File: config.mk
export PLATFORM = sky130hd
export DESIGN_NAME = shift_reg_unit
export DESIGN_NICKNAME = d
export VERILOG_FILES = /design/src/rtl/shift_reg_pkg.sv /design/src/rtl/shift_ctrl.sv /design/src/rtl/shift_reg_unit.sv
export SDC_FILE = /design/constraint.sdc
export NUM_CORES = 1
export LEC_CHECK = 0
export CAP_MARGIN = 20
export CELL_PAD_IN_SITES_DETAIL_PLACEMENT = 0
export CELL_PAD_IN_SITES_GLOBAL_PLACEMENT = 1
export CORE_ASPECT_RATIO = 0.8
export CORE_MARGIN = 10
export CORE_UTILIZATION = 38
export DETAILED_ROUTE_END_ITERATION = 10
export PLACE_DENSITY_LB_ADDON = 0.3
export SLEW_MARGIN = 10
export SYNTH_ARGS = -nofsm -noshare
export SYNTH_HDL_FRONTEND = slang
export SYNTH_SLANG_ARGS = --single-unit
File: constraint.sdc
create_clock -name Clk -period 3.6 [get_ports Clk]
set_input_delay 0.36 -clock Clk [delete_from_list [all_inputs] [get_ports Clk]]
set_output_delay 0.36 -clock Clk [all_outputs]
set_load 0.02 [all_outputs]
File: src/rtl/shift_reg_pkg.sv
// shift_reg_pkg: shared state encoding and direction constants for the shift register unit
package shift_reg_pkg;

    typedef enum logic [1:0] {
        ST_IDLE  = 2'd0,
        ST_SHIFT = 2'd1,
        ST_DONE  = 2'd2
    } state_t;

    localparam logic DIR_LEFT  = 1'b0;
    localparam logic DIR_RIGHT = 1'b1;

endpackage

File: src/rtl/shift_ctrl.sv
// shift_ctrl: command FSM, saturating shift down-counter and latched shift mode
module shift_ctrl
    import shift_reg_pkg::*;
#(
    parameter int WIDTH = 8,
    parameter int CNT_W = $clog2(WIDTH) + 1
) (
    input  logic             clk,
    input  logic             rst,
    input  logic             load,
    input  logic             start,
    input  logic [CNT_W-1:0] amount,
    input  logic             dir,
    input  logic             rotate,
    output logic             load_en,
    output logic             shift_en,
    output logic             dir_q,
    output logic             rotate_q,
    output logic             busy,
    output logic             done
);

    state_t           state;
    logic [CNT_W-1:0] count;
    logic [CNT_W-1:0] amt_sat;

    assign amt_sat  = (amount > CNT_W'(WIDTH)) ? CNT_W'(WIDTH) : amount;
    assign load_en  = (state == ST_IDLE) && load;
    assign shift_en = (state == ST_SHIFT);

    // Sequence IDLE -> SHIFT -> DONE; Load has priority over Start, commands outside IDLE are dropped
    always_ff @(posedge clk or posedge rst) begin
        if (rst) begin
            state    <= ST_IDLE;
            count    <= '0;
            dir_q    <= 1'b0;
            rotate_q <= 1'b0;
            busy     <= 1'b0;
            done     <= 1'b0;
        end else begin
            case (state)
                ST_IDLE: begin
                    if (!load && start) begin
                        dir_q    <= dir;
                        rotate_q <= rotate;
                        count    <= amt_sat;
                        if (amt_sat == '0) begin
                            state <= ST_DONE;
                            done  <= 1'b1;
                        end else begin
                            state <= ST_SHIFT;
                            busy  <= 1'b1;
                        end
                    end
                end
                ST_SHIFT: begin
                    count <= count - CNT_W'(1);
                    if (count == CNT_W'(1)) begin
                        state <= ST_DONE;
                        busy  <= 1'b0;
                        done  <= 1'b1;
                    end
                end
                ST_DONE: begin
                    state <= ST_IDLE;
                    done  <= 1'b0;
                end
                default: begin
                    state <= ST_IDLE;
                    busy  <= 1'b0;
                    done  <= 1'b0;
                end
            endcase
        end
    end

endmodule

File: src/rtl/shift_reg_unit.sv
// shift_reg_unit: universal shift register with parallel load and multi-cycle shift/rotate by N
module shift_reg_unit
    import shift_reg_pkg::*;
#(
    parameter int WIDTH = 8,
    parameter int CNT_W = $clog2(WIDTH) + 1
) (
    input  logic             Clk,
    input  logic             Reset,
    input  logic             Load,
    input  logic [WIDTH-1:0] D,
    input  logic             Start,
    input  logic [CNT_W-1:0] Amount,
    input  logic             Dir,
    input  logic             Rotate,
    input  logic             SerIn,
    output logic [WIDTH-1:0] Q,
    output logic             SerOut,
    output logic             Busy,
    output logic             Done
);

    logic             load_en;
    logic             shift_en;
    logic             dir_q;
    logic             rotate_q;
    logic             out_bit;
    logic             fill;
    logic [WIDTH-1:0] q_next;

    shift_ctrl #(
        .WIDTH(WIDTH),
        .CNT_W(CNT_W)
    ) u_ctrl (
        .clk     (Clk),
        .rst     (Reset),
        .load    (Load),
        .start   (Start),
        .amount  (Amount),
        .dir     (Dir),
        .rotate  (Rotate),
        .load_en (load_en),
        .shift_en(shift_en),
        .dir_q   (dir_q),
        .rotate_q(rotate_q),
        .busy    (Busy),
        .done    (Done)
    );

    // Single-bit shift step: pick the outgoing bit and the fill bit for the latched direction and mode
    always_comb begin
        out_bit = (dir_q == DIR_RIGHT) ? Q[0] : Q[WIDTH-1];
        fill    = rotate_q ? out_bit : SerIn;
        q_next  = (dir_q == DIR_RIGHT) ? {fill, Q[WIDTH-1:1]} : {Q[WIDTH-2:0], fill};
    end

    // Storage: load or shift only when commanded, otherwise hold
    always_ff @(posedge Clk or posedge Reset) begin
        if (Reset) begin
            Q      <= '0;
            SerOut <= 1'b0;
        end else if (load_en) begin
            Q <= D;
        end else if (shift_en) begin
            Q      <= q_next;
            SerOut <= out_bit;
        end
    end

endmodule

==> impl_results.md <==
* WL/cell at 15.8 um
* FP Rows at 16
* Top Layer Used: met4
* Worst reg2reg setup slack at 1900 ps
* Fmax at about 570 MHz
* Seq pwr share at 0.397
* CTS H-tree depth at 1
* Met1 Routed Length at 1320 um
* GRT Residual Overflow at 0
* Max-cap violations at 0
* DR vias/cell at 5.18
* Die W at slightly below 80 um
* Max IR drop VDD at 0.437 mV
* Ant. Diodes at 0
* Synth Flop Type: dfrtp_1
* Number of flops mapped to enable cells by yosys at 0
* RePlAce Congestion at roughly 0.75
* Layout cells sized above 1 at 0.0620
* Fill cell count at 232
* Multi-input gate area at approximately 510 um^2
* Syn_nets at 122
* CP Max Fanout at 5
* Crit path capture: Q[0]
* Postcts setup bufs at 0
* CP Launch Type: flop
* Outcome: finished, final reports clean
* Critical Path RT at 3240 ps
* CP max-delay cell: clkdlybuf4s50_1
* Ports at 30
* Num CTS Buffers at 3
* Setup Skew at 5.95 ps
* Post-Syn Area at 1050 um^2
* Ys Warns at 0
* Pleak at a little over 0.0006 uW
* # DRC at 0
* RR Endpoint: u_ctrl.count[2]
* Slew Limit Fails at 0
* Crit-path cells: clkdlybuf4s50_1
* Final Hold Viols at 0
* Final Cycle Share at 0.484
* Wire length on met2 at 1110 um
* Data arrival, critical path at 1380 ps
* Resize count post-CTS at 0
* Detail Route Antenna Nets at 0
* Maximum number of pins on one net before global-route repair at 20
* Sw Share at 0.416
* CP bufs+invs at 1
* Slew headroom at 0.511
* Worst slew pin tran at 732 ps
* Vias in the first global route at 802
* Clk_lat worst skew at 300 ps
* Crit-path max cell delay at 640 ps
* FF+latch count, synth at 19
* Detailed Route WL at 2610 um
* Crit. End Element: output port
* Final worst path period need at 1740 ps
* Clk buf depth at 2
* PwrDens at 826 nW/um^2
* Combinational Power Share at 0.510
* Syn Area/Cell at ~10 um^2
* Post-DP HPWL at 2050 um
* Design Area, Final at 1380 um^2
* Initial antenna violation count at 0
* Sequential share of the synthesized area at 0.453
* Global-route wire length before repair at 4230 um
* Vias at roughly 860
* Reg2reg start: u_ctrl.state[0]
* I/O Buffers at 29
* Setup-failing EPs final at 0
* Cells after Synth at 101
* Setup TNS at 0 ps
* Switch Pwr at around 470 uW
* Clock power share at 0.093
* Die height at 67.0 um
* CTS tree: built
* RSZ-0062 raised after global routing: no
* Pint at 666 uW
* Initial DRT Pass Iterations at 4
* Netlist cell types at 29
* Placed Area at 1350 um^2
* Sink Count at 19
* Instance count on the critical path at 1
* Total Power at about 1100 uW
* NumNets Final at 151
* Die ar. at approximately 5300 um^2
* HP Class: in -> async
* Register area at roughly 480 um^2
* Clock tree root buffer cell: clkbuf_4
* CTS Hold Bufs at 0
* Metal3 WL at 162 um
* Delay-heaviest family, CP: buffers and inverters
* Critical path type: reg -> out
* Initial core utilization at 0.412
* Worst R2R Path Depth at 3
* Crit path from: Q[0]
* Initial DRC Count at 108
* Clock transition at path regs at 100 ps
* GRT Overall Usage at 0.102
* FFs w/ async S/R, synth at 1.00
* Core area at about 2500 um^2
* Layout area overhead at 31.6%
==> through the flow <==
| step | utilization | instances | setup slack (ps) | hold slack (ps) |
|---|---|---|---|---|
| finish | 0.543 | 165 | 1860 | 478 |
| global route | 0.543 | 165 | 1750 | 521 |
| CTS | 0.543 | 165 | 1840 | 491 |
| detailed placement | 0.532 | 161 | 1680 | 471 |
| global placement | 0.532 | 161 | 1720 | 468 |
| floorplan | - | 101 | 2190 | 311 |
==> kinds of logic (layout without fill, tap and decap cells) <==
group,after synthesis,after routing,share of synthesized area
compound gates,22,22,0.167
flops,19,19,0.453
simple gates,34,34,0.190
fa+ha+maj,2,2,0.0239
mux,11,11,0.109
buf+inv,13,41,0.0573
==> Yosys cell counts, drive strengths merged (3+ instances only) <==
cell / instances / area [um^2]
a221o: 6 / 60.1
buf: 4 / 26.3
dfrtp: 19 / 475
inv: 8 / 30.0
mux2: 3 / 33.8
mux2i: 8 / 80.1
nand2: 4 / 15.0
nand2b: 4 / 25.0
nor2: 8 / 30.0
nor2b: 3 / 18.8
nor3: 5 / 25.0
nor3b: 3 / 22.5
o211ai: 3 / 22.5
o21ai: 4 / 20.0
==> power by group through the flow <==
stage | combinational [uW] | clock, uW | sequential, uW
3_5_place_dp | 588 | 0 | 458
5_1_grt | 636 | 122 | 474
3_3_place_gp | 578 | 0 | 455
4_1_cts | 590 | 110 | 453
2_1_floorplan | 371 | 0 | 465
6_report | 582 | 106 | 452
==> flip-flops by register name, summed over array words and instances (netlist names) <==
name	flops
u_ctrl.state	2
Q	8
u_ctrl.count	4
SerOut	1
u_ctrl.done	1
u_ctrl.busy	1
u_ctrl.rotate_q	1
u_ctrl.dir_q	1
==> how the worst min path moves through the flow <==
stage	from	to	depth (start not counted)
floorplan	Reset	Q[0]	1
finish	Reset	u_ctrl.count[3]	2
global route	SerOut	SerOut	2
global placement	SerOut	SerOut	2
detailed placement	SerOut	SerOut	2
CTS	Reset	u_ctrl.count[3]	2
==> cell usage in the layout (no fill, tap or decap), types with 2 or more instances in the layout <==
cell type,netlist,routed
nor2_1,8,8
dfrtp_1,19,19
a211o_1,2,2
mux2_2,3,3
a221oi_1,2,2
nand2_1,4,4
o211ai_1,3,3
ha_1,2,2
clkdlybuf4s50_1,0,29
a221o_1,6,6
nor2b_1,3,3
and3_1,2,2
o21ai_0,4,4
nor4_1,2,2
inv_1,8,8
mux2i_1,8,8
nand2b_1,4,4
nor3_1,5,5
clkbuf_4,0,3
nor3b_1,3,3
==> area by class of cell <==
class                      count  area share
multi-input combinational     69       0.372
sequential                    19       0.345
timing repair buffer          29       0.210
tap                           36      0.0326
inverter                       8      0.0218
clock buffer                   4      0.0190
==> routing by layer <==
metal	vias up	track usage
met5	-	0
met3	2	0.0429
met4	0	0.0268
li1	427	-
met2	22	0.142
met1	404	0.138
(Power assumes the default switching activity.)
